### config.mk
export PLATFORM = sky130hd
export DESIGN_NAME = alu_iter
export DESIGN_NICKNAME = d
export VERILOG_FILES = /design/src/rtl/alu_iter.sv
export SDC_FILE = /design/constraint.sdc
export NUM_CORES = 1
export LEC_CHECK = 0
export ABC_AREA = 1
export BUFFER_PORTS_ARGS = -buffer_cell sky130_fd_sc_hd__buf_2
export CAP_MARGIN = 10
export CORE_ASPECT_RATIO = 1.2
export CORE_MARGIN = 3
export CORE_UTILIZATION = 35
export DETAILED_ROUTE_END_ITERATION = 8
export SETUP_SLACK_MARGIN = 0.15
export SYNTH_ARGS = -nofsm -noshare
export SYNTH_HDL_FRONTEND = slang
export SYNTH_SLANG_ARGS = --single-unit
### constraint.sdc
create_clock -name clk -period 1.9 [get_ports clk]
set_input_delay 0.475 -clock clk [delete_from_list [all_inputs] [get_ports clk]]
set_output_delay 0.475 -clock clk [all_outputs]
set_load 0.005 [all_outputs]
### src/rtl/alu_iter.sv
// alu_iter: multi-cycle execute unit. Logic/arithmetic ops finish in one cycle;
// SLL/SRL run through a serial shifter that moves one bit per clock.
module alu_iter #(
    parameter int unsigned WIDTH = 32,
    parameter int unsigned SHW   = 5
) (
    input  logic             clk,
    input  logic             reset,
    input  logic             start,
    input  logic [3:0]       alucontrol,
    input  logic [WIDTH-1:0] a,
    input  logic [WIDTH-1:0] b,
    input  logic [SHW-1:0]   shamt,
    output logic             busy,
    output logic             done,
    output logic [WIDTH-1:0] result,
    output logic             zero,
    output logic             illegal
);

    localparam logic [3:0] OpAnd = 4'b0000;
    localparam logic [3:0] OpOr  = 4'b0001;
    localparam logic [3:0] OpAdd = 4'b0010;
    localparam logic [3:0] OpSll = 4'b0011;
    localparam logic [3:0] OpNor = 4'b0100;
    localparam logic [3:0] OpSrl = 4'b0101;
    localparam logic [3:0] OpSub = 4'b0110;
    localparam logic [3:0] OpSlt = 4'b0111;
    localparam logic [3:0] OpXor = 4'b1000;

    typedef enum logic [0:0] {StIdle, StShift} state_t;

    state_t             state_q, state_d;
    logic [WIDTH-1:0]   shreg_q, shreg_d;
    logic [SHW-1:0]     count_q, count_d;
    logic               left_q, left_d;
    logic [WIDTH-1:0]   result_q, result_d;
    logic               zero_q, zero_d;
    logic               illegal_q, illegal_d;
    logic               done_q, done_d;

    logic [WIDTH-1:0]   alu_res;
    logic               alu_ill;
    logic               is_shift;
    logic [WIDTH-1:0]   shifted;

    assign is_shift = (alucontrol == OpSll) || (alucontrol == OpSrl);
    assign shifted  = left_q ? {shreg_q[WIDTH-2:0], 1'b0} : {1'b0, shreg_q[WIDTH-1:1]};

    // Single-cycle ALU; shift codes only reach here with shamt=0, so they pass b.
    always_comb begin
        alu_res = '0;
        alu_ill = 1'b0;
        case (alucontrol)
            OpAnd:   alu_res = a & b;
            OpOr:    alu_res = a | b;
            OpAdd:   alu_res = a + b;
            OpSll:   alu_res = b;
            OpNor:   alu_res = ~(a | b);
            OpSrl:   alu_res = b;
            OpSub:   alu_res = a - b;
            OpSlt:   alu_res = {{(WIDTH-1){1'b0}}, ($signed(a) < $signed(b))};
            OpXor:   alu_res = a ^ b;
            default: alu_ill = 1'b1;
        endcase
    end

    // Next-state logic: start is only honoured in StIdle, so requests while busy drop.
    always_comb begin
        state_d   = state_q;
        shreg_d   = shreg_q;
        count_d   = count_q;
        left_d    = left_q;
        result_d  = result_q;
        zero_d    = zero_q;
        illegal_d = illegal_q;
        done_d    = 1'b0;
        case (state_q)
            StIdle: begin
                if (start) begin
                    if (is_shift && (shamt != '0)) begin
                        state_d = StShift;
                        shreg_d = b;
                        count_d = shamt;
                        left_d  = (alucontrol == OpSll);
                    end else begin
                        result_d  = alu_res;
                        zero_d    = (alu_res == '0);
                        illegal_d = alu_ill;
                        done_d    = 1'b1;
                    end
                end
            end
            StShift: begin
                shreg_d = shifted;
                count_d = count_q - SHW'(1);
                if (count_q == SHW'(1)) begin
                    state_d   = StIdle;
                    result_d  = shifted;
                    zero_d    = (shifted == '0);
                    illegal_d = 1'b0;
                    done_d    = 1'b1;
                end
            end
            default: state_d = StIdle;
        endcase
    end

    // State and output registers; reset aborts any shift in flight.
    always_ff @(posedge clk or negedge reset) begin
        if (!reset) begin
            state_q   <= StIdle;
            shreg_q   <= '0;
            count_q   <= '0;
            left_q    <= 1'b0;
            result_q  <= '0;
            zero_q    <= 1'b1;
            illegal_q <= 1'b0;
            done_q    <= 1'b0;
        end else begin
            state_q   <= state_d;
            shreg_q   <= shreg_d;
            count_q   <= count_d;
            left_q    <= left_d;
            result_q  <= result_d;
            zero_q    <= zero_d;
            illegal_q <= illegal_d;
            done_q    <= done_d;
        end
    end

    assign busy    = (state_q == StShift);
    assign done    = done_q;
    assign result  = result_q;
    assign zero    = zero_q;
    assign illegal = illegal_q;

endmodule

# Word level (Yosys, flattened, before mapping)
# Index checks and enable logic that the tools add are counted.
op_classes:
  muxes: 29
  n_reduce_logical: 11
  magnitude_cmp: 1
  n_bitwise: 5
  n_eq_ne: 13
  n_addsub: 3
op_table:
  columns: ["cell", "n"]
  rows:
  - ["32-bit case mux with 8 select lines", 1]
  - ["32-bit two-way mux", 6]
  - ["32-bit case mux with 2 select lines", 2]
  - ["32-bit logical NOT", 2]
  - ["32-bit adder", 1]
  - ["32-bit bitwise AND", 1]
  - ["32-bit < comparator", 1]
  - ["32-bit inverter", 1]
  - ["32-bit OR", 1]
  - ["32-bit subtractor", 1]
  - ["32-bit bitwise XOR", 1]
  - ["4-bit by 3-bit == test with 1-bit output, second input constant", 4]
  - ["1-bit two-way mux", 13]
  - ["5-bit two-way mux", 2]
  - ["5-bit case mux with 2 select lines", 1]
  - ["9-bit OR reduction", 1]
  - ["4-bit by 2-bit == test with 1-bit output, second input constant", 2]
  - ["1-bit case mux with 2 select lines", 4]
  - ["2-bit inequality test, second input constant", 3]
  - ["3-bit AND reduction", 2]
  - ["5-bit by 1-bit == test with 1-bit output, second input constant", 1]
  - ["5-bit nonzero test", 1]
  - ["5-bit by 1-bit subtractor with 5-bit output, second input constant", 1]
  - ["4-bit by 1-bit == test with 1-bit output, second input constant", 1]
  - ["other kinds (8)", 8]
totals:
  word_cells: 70
  regBits: 74
  output_inout_bits: 36
  input_bits: 76

# Logic depth before layout (Yosys ltp)
# Gate-level depths: netlist (run 1).
logic_depth:
  word_depth: 7
  depth_mapped: 22
  ltp_nobuf: 21

# Worst setup path after synthesis (run 1)
# No wires, ideal clock.
synth_timing:
  path_kind: "input-to-reg"
  from: "in a[0]"
  to: "reg zero_q, in the netlist zero"
  required_time_ps: 1827
  path_stages: 20
  path_buffers: 0
  setup_ps: 73
  arrival_time_ps: 2333
  path_slack_ps: -506
  path_cell_list: "inv_1 > ha_1 > fa_1 > inv_1 > nand2_1 > nand2_2 > nand3_1 > nand2_1 > nand2_1 > nand2_1 > nand2_1 > nand2_1 > nand2_1 > nand3_1 > nand3_1 > nor2_1 > nand2_1 > nor2_1 > nand3_1 > a21oi_1"
synth_via:
  elab_chain_cells: 7
  elab_cells_between_ends: 12
  cone_classes: "add/sub: 2; order compare: 1; mux: 4; bitwise: 4; reduce/logical: 1"
synth_lines:
  columns: ["item", "line_no", "text"]
  rows:
  - ["start, declared", "11", "input logic [WIDTH-1:0] a,"]
  - ["parallel branches: the longest is 2 deep, another holds 32-bit subtractor", null, null]
  - ["32-bit case mux with 8 select lines *", "54", "case (alucontrol)"]
  - ["32-bit logical NOT *", "88", "zero_d = (alu_res == '0);"]
  - ["1-bit two-way mux *", "81", "if (is_shift && (shamt != '0)) begin"]
  - ["1-bit two-way mux *", "80", "if (start) begin"]
  - ["1-bit case mux with 2 select lines *", "78", "case (state_q)"]
  - ["end signal, assigned", "126", "zero_q <= zero_d;"]
  - ["end, declared", "38", "logic zero_q, zero_d;"]
# Every way passes the cells marked *. The select of a mux whose other input is x is not followed.
# A chain may end at the register's enable or synchronous reset.

# Final worst setup path (run 1)
# Same ends and word-level chain as after synthesis.

==> results of run 1 <==
-- cell usage after synthesis, types with 4 or more instances --
cell type / number
or2_2: 29
a21oi_1: 46
a211oi_1: 4
nand3_1: 156
a31oi_1: 34
buf_1: 4
nand2_2: 8
nand2_1: 539
o22ai_1: 18
a221oi_1: 10
nor2_1: 191
buf_2: 27
clkbuf_1: 23
o211ai_1: 9
inv_1: 324
buf_4: 8
buf_6: 6
dfrtp_1: 73
o21bai_1: 10
o221ai_1: 34
nor2_2: 7
nor3_1: 10
inv_2: 6
nand4_1: 23
o21ai_0: 89
ha_1: 110
o21ai_1: 4
nand3b_1: 4
-- power by group --
part | switching (uW) | total, uW | leakage [uW] | internal [uW]
Sequential | 404 | 2730 | 0.000911 | 2320
Combinational | 4590 | 8250 | 0.00829 | 3660
Clock | 638 | 1620 | 0.000141 | 986
Total | 5630 | 12600 | 0.00934 | 6970
-- metal layers --
layer / part of all wire (%) / vias up / GRT usage (%)
met1: 42 / 6648 / 38.7
li1: - / 6887 / -
met5: 0 / - / 0
met2: 48 / 469 / 48.5
met3: 6.3 / 94 / 3.23
met4: 3.4 / 0 / 9.71
-- kinds of logic after synthesis --
logic type	Yosys count	share of synthesized area, %
flip-flops	74	17.3
XOR/XNOR	4	0.328
AND/OR/NAND/NOR	976	38.3
AO/OA/AOI/OAI	269	15.7
adder cells (fa/ha/maj)	112	13.3
buffers and inverters	399	15.0
-- timing repair --
item | CTS | global route
endpoints found under the hold margin | 10 | 0
hold buffers | 1 | 0
buffers inserted | 21 | 47
gates cloned | 0 | 1
gates resized for setup | 237 | 449
setup endpoints to repair | 33 | 69
pin swaps | 58 | 190
-- path summary, 6_finish.rpt --
path                                     start                      to  slack (ns)  cells past startpoint
max in group asynchronous                reset        zero$_DFFE_PN1P_        0.75                      3
hold / removal                        shamt[2]  count_q[2]$_DFFE_PN0P_        0.39                      3
setup / recovery                          a[0]        zero$_DFFE_PN1P_       -0.62                     17
setup reg to reg                busy$_DFF_PN0_        zero$_DFFE_PN1P_       -0.18                     11
hold reg to reg            illegal$_DFFE_PN0P_     illegal$_DFFE_PN0P_        0.49                      2
min in group asynchronous                reset  shreg_q[6]$_DFFE_PN0P_        0.52                      2
-- cell type report --
cell class	count	area, sq um	share of cell area [%]
Sequential cell	74	1850	9.99
Inverter	331	1390	7.50
Multi-Input combinational cell	1361	9800	52.8
Clock inverter	4	25.0	0.135
Tap cell	390	488	2.63
Timing Repair Buffer	572	4730	25.5
Clock buffer	12	267	1.44
-- flip-flops by register name, summed over array words and instances (netlist names) --
signal and count:
busy 1, count_q 5, done 1, illegal 1, left_q 1, result 32, shreg_q 32, zero 1
-- per-stage QoR --
stage	setup TNS [ns]	instance area [sq um]	instances
6_report	-7.52	18600	2744
5_1_grt	-10.24	18600	2744
4_1_cts	-6.64	16600	2696
3_5_place_dp	-27.19	15200	2658
3_3_place_gp	-25.41	15200	2658
2_1_floorplan	-1.87	11400	1834
-- critical path, cell delays in order --
cell	delay, ns
buf_12	0.10
inv_12	0.03
ha_4	0.15
fa_2	0.39
inv_2	0.08
nand2_4	0.07
nand2_8	0.09
nand4_1	0.12
nand3_1	0.14
nand2_2	0.07
a21oi_2	0.15
nand2_2	0.11
nor2_2	0.12
nand3_2	0.13
nor3_4	0.28
nand3_2	0.12
a21oi_2	0.15
==> impl_metrics.csv, run 1 <==
group,metric,value,unit
logic_synthesis,syn_area,0.0107,sq mm
timing,whs,0.394,ns
logic_synthesis,syn_nets,2022,
drt,ant_nets,0,
timing,setup_slack,-0.619,ns
outcome,status,"finished, violations left",
drt,drc,0,
cts,cts_root_buf,"clkbuf_16",
global_route,grt_overflow_total,0,
cts,tritoncts,"built",
cells_and_area,final_cell_mix,"380 x buf_4, 377 x nand2_1, 239 x inv_1, 120 x nor2_1, 119 x nand2_2",
cells_and_area,fin_util,62.1,%
timing,tightest_slew,0.431,ns
drt,num_vias,14100,
cts,clk_path_buf_depth,2,
placement,hpwlAfterDp,40000,um
die,die_area,0.0327,sq mm
timing,final_max_slew_viol_count,0,
cells_and_area,nFillCells,2764,
timing,relSlewSlack,71.2,%
cts,cts.sinks,74,
timing,skew,0.00719,ns
pwr,p_leak,0.00934,uW
critical_path,cp-start-kind,"input pin",
logic_synthesis,ys.warnings.count,0,
timing,setup_viol,29,
logic_synthesis,syn_inst,1834,
die,die_w,166,um
critical_path,cp_data_required_time,2.16,ns
die,rows,69,
timing,max_freq,397,MHz
cells_and_area,drive_above_1_share,49.6,%
logic_synthesis,async_flop_share,100,%
logic_synthesis,syn_avg_cell_area,5.83,sq um
pwr,peakVddDrop,1.22,mV
drt,drt_iter0_drc,1024,
timing,hold_viol_final,0,
cells_and_area,final_common_cell,"buf_4",
global_route,grt_pass1_wl,73700,um
die,initial_core_util,35.8,%
cts,h-tree-depth,3,
logic_synthesis,synth-main-ff-cell,"dfrtp_1",
logic_synthesis,synth_top_area_cell,"nand2_1",
global_route,antenna_found_initial,0,
placement,place_ws,-1.30,ns
critical_path,critPathMaxFanout,5,
drt,via_per_inst,5.14,
drt,drt_wl_total,49600,um
cells_and_area,fin_nets,2537,
logic_synthesis,synth_cell_types,48,
pwr,power,12600,uW
cells_and_area,antenna_cells,0,
critical_path,cp.arrival,2.78,ns
critical_path,path_class,"input pin to register",
critical_path,critPathCaptureType,"register",
drt,dr.pass1.iters,5,
drt,wl_per_cell,18.1,um
min_path,min_path_type,"input pin to register",
die,core_area,0.0299,sq mm
pwr,pwr_density_cell,679,mW/mm^2
cells_and_area,syn_to_final_growth,73.6,%
die,die_h,197,um
global_route,grt_max_degree,65,
logic_synthesis,synth_top_area_share,18.9,%
timing,period_share,133,%
die,io_pins,112,
placement,numPortBuffers,111,
flow_run,cap_violations,0,
placement,gp_congestion,0.995,
cts,path_clk_slew,0.06,ns
logic_synthesis,ys_ff_latch,74,
timing,rsz0062_at_grt,"true",
global_route,grtUsageTotal,29.0,%
timing,period_needed,2.52,ns
outcome,violations,"negative setup slack",
cts,cts_made_buffers,9,
logic_synthesis,seq_area_frac_synth,17.3,%
logic_synthesis,synth_edf_count,0,
cts,clock_latency,0.33,ns
logic_synthesis,synth_area_leaders,"nand2_1 19%, dfrtp_1 17%, ha_1 13%",
global_route,grt_pass1_vias,13500,
No activity file was read; power rests on OpenSTA's default activity.
==> run 2: changes to the inputs <==
--- a/config.mk
+++ b/config.mk
@@ -8,10 +8,10 @@
 export ABC_AREA = 1
 export BUFFER_PORTS_ARGS = -buffer_cell sky130_fd_sc_hd__buf_2
 export CAP_MARGIN = 10
-export CORE_ASPECT_RATIO = 1.2
 export CORE_MARGIN = 3
 export CORE_UTILIZATION = 35
 export DETAILED_ROUTE_END_ITERATION = 8
+export PLACE_DENSITY = 0.5
 export SETUP_SLACK_MARGIN = 0.15
 export SYNTH_ARGS = -nofsm -noshare
 export SYNTH_HDL_FRONTEND = slang
==> impl_metrics.csv, run 2 (synthesis results as in run 1) <==
group,metric,value,unit
outcome,status,"finished, violations left",
outcome,violations,"negative setup slack",
critical_path,rr_endpoint,"zero$_DFFE_PN1P_",
drt,drt_iter0_drc,1078,
critical_path,critPathCaptureType,"register",
die,initial_core_util,35.8,%
critical_path,path_buf_inv,4,
critical_path,cp.depth,18,
global_route,grt_max_degree,36,
critical_path,slowest_stage,"ha_4",
timing,max_freq,412,MHz
cts,clock_latency,0.34,ns
cells_and_area,final_common_cell,"buf_4",
cells_and_area,drive_above_1_share,54.3,%
cts,cts_root_buf,"clkbuf_16",
timing,setup_viol,27,
pwr,peakVddDrop,0.506,mV
pwr,power.internal,7460,uW
critical_path,cp_data_required_time,2.17,ns
timing,final_max_slew_viol_count,0,
cts,cts_made_buffers,9,
drt,drc,0,
cells_and_area,final_cell_mix,"375 x buf_4, 335 x nand2_1, 206 x inv_1, 166 x nand2_2, 109 x buf_6",
critical_path,path_class,"input pin to register",
placement,numPortBuffers,111,
critical_path,regToRegSetupSlack,-0.15,ns
placement,place_ws,-1.37,ns
timing,setup_slack,-0.529,ns
cts,h-tree-depth,3,
timing,whs,0.0727,ns
critical_path,slowest_delay,0.28,ns
global_route,grtUsageTotal,30.0,%
placement,hpwlAfterDp,42100,um
timing,fin_tns_setup,-7.23,ns
cells_and_area,antenna_cells,0,
critical_path,reg2regPathDepth,8,
timing,rsz0062_at_grt,"true",
die,die_w,181,um
timing,relSlewSlack,61.9,%
die,core_area,0.0299,sq mm
global_route,grt_overflow_total,0,
critical_path,crit_path_frequent_cell,"nand2_1",
cts,clk_path_buf_depth,2,
die,rows,63,
die,die_h,181,um
min_path,min_path_type,"input pin to async pin",
critical_path,crit_family,"simple AND/OR/NAND/NOR gates",
cells_and_area,syn_to_final_growth,79.7,%
critical_path,cp-start-kind,"input pin",
flow_run,cap_violations,0,
die,die_area,0.0327,sq mm
pwr,p_sw,5840,uW
drt,via_per_inst,5.20,
cells_and_area,nFillCells,2842,
pwr,combPwrFrac,65.7,%
timing,tightest_slew,0.572,ns
pwr,seqPwrFrac,20.4,%
critical_path,crit_chain,"buf_8 -> inv_4 -> ha_4 -> buf_8 -> nor2_4 -> buf_4 -> nand2_1 -> nor3_2 -> nand2_4 -> nand3_4 -> nand2_1 -> nand3_1 -> nand3_2 -> nor2_2 -> nand2_1 -> nor3_4 -> nand3_2 -> a21oi_2",
critical_path,critPathMaxFanout,5,
die,io_pins,112,
global_route,grt_pass1_wl,77400,um
pwr,pwr_density_cell,693,mW/mm^2
cts,path_clk_slew,0.06,ns
drt,num_vias,14400,
pwr,clkPwrFrac,13.8,%
timing,skew,0.00549,ns
cts,tritoncts,"built",
timing,period_share,128,%
drt,dr.pass1.iters,6,
cells_and_area,fin_nets,2557,
timing,hold_viol_final,0,
critical_path,r2r_start,"left_q$_DFFE_PN0P_",
pwr,p_leak,0.00954,uW
cells_and_area,final-instance-count-excl-fill,2764,
pwr,switching_share,43.9,%
drt,ant_nets,0,
drt,wl_per_cell,18.8,um
global_route,grt_pass1_vias,13700,
global_route,antenna_found_initial,0,
drt,drt_wl_total,52000,um
cts,cts.sinks,74,
placement,gp_congestion,1.02,
timing,period_needed,2.43,ns
placement,dp_cells,2669,
critical_path,cp.arrival,2.70,ns
[run 2: cell types whose count changed in the layout (fill, tap and decap cells not counted), moves of 12 or more]
cell,before,now
nor2_1,120,102
inv_1,239,206
buf_6,82,109
inv_2,60,95
nor2_2,33,45
nand2_2,119,166
nand2_1,377,335
[run 2: per-stage QoR]
stage               cell area (sq um)  utilization [%]  power (uW)
CTS                             17200             57.4       12300
finish                          19200             64.3       13300
floorplan                       11400                -        6460
global placement                15200             51.0        9550
detailed placement              15200             51.0        9620
global route                    19200             64.3       14200
[run 2: final cells by class]
cell class	count	area (sq um)	share of cell area, %
tap	390	488	2.54
clock buffer	11	243	1.26
clock inverter	5	77.6	0.404
multi-input combinational	1361	10100	52.6
sequential	74	1850	9.65
timing repair buffer	592	5070	26.4
inverter	331	1380	7.18
[run 2: metal layers]
layer,wire [um],GRT usage (%),vias to the layer above
li1,-,-,6938
met1,23600,42.9,6850
met2,24000,49.5,524
met3,2990,1.77,71
met4,1430,7.22,0
met5,0,0,-
[run 2: worst reg2reg max path, cell delays in order, from the launching register on]
cell,delay [ns]
dfrtp_1,0.41
buf_12,0.16
buf_4,0.19
o21ai_0,0.31
nand4_1,0.14
nor4_1,0.31
buf_4,0.17
a31oi_1,0.13
a21oi_2,0.16
[run 2: worst max-delay path by stage]
stage / from / endpoint / slack [ns]
3_3_place_gp: a[0] / zero$_DFFE_PN1P_ / -1.41
3_5_place_dp: a[0] / zero$_DFFE_PN1P_ / -1.37
2_1_floorplan: a[0] / zero$_DFFE_PN1P_ / -0.40
4_1_cts: a[0] / zero$_DFFE_PN1P_ / -0.49
6_report: a[9] / zero$_DFFE_PN1P_ / -0.53
5_1_grt: a[9] / zero$_DFFE_PN1P_ / -0.63
[run 2: what timing repair did]
action                                  in CTS  in global routing
gates cloned                                 1                  2
buffers inserted                            35                 41
gates resized for setup                    361                487
endpoints found under the setup margin      66                 66
endpoints found under the hold margin        0                  0
pin swaps                                  113                215
hold buffers                                 0                  0
[run 2: power groups by stage]
stage | combinational (uW) | sequential [uW] | clock [uW]
2_1_floorplan | 3760 | 2700 | 0
3_3_place_gp | 6830 | 2720 | 0
3_5_place_dp | 6880 | 2730 | 0
4_1_cts | 7690 | 2710 | 1860
5_1_grt | 9460 | 2790 | 1920
6_report | 8750 | 2720 | 1840
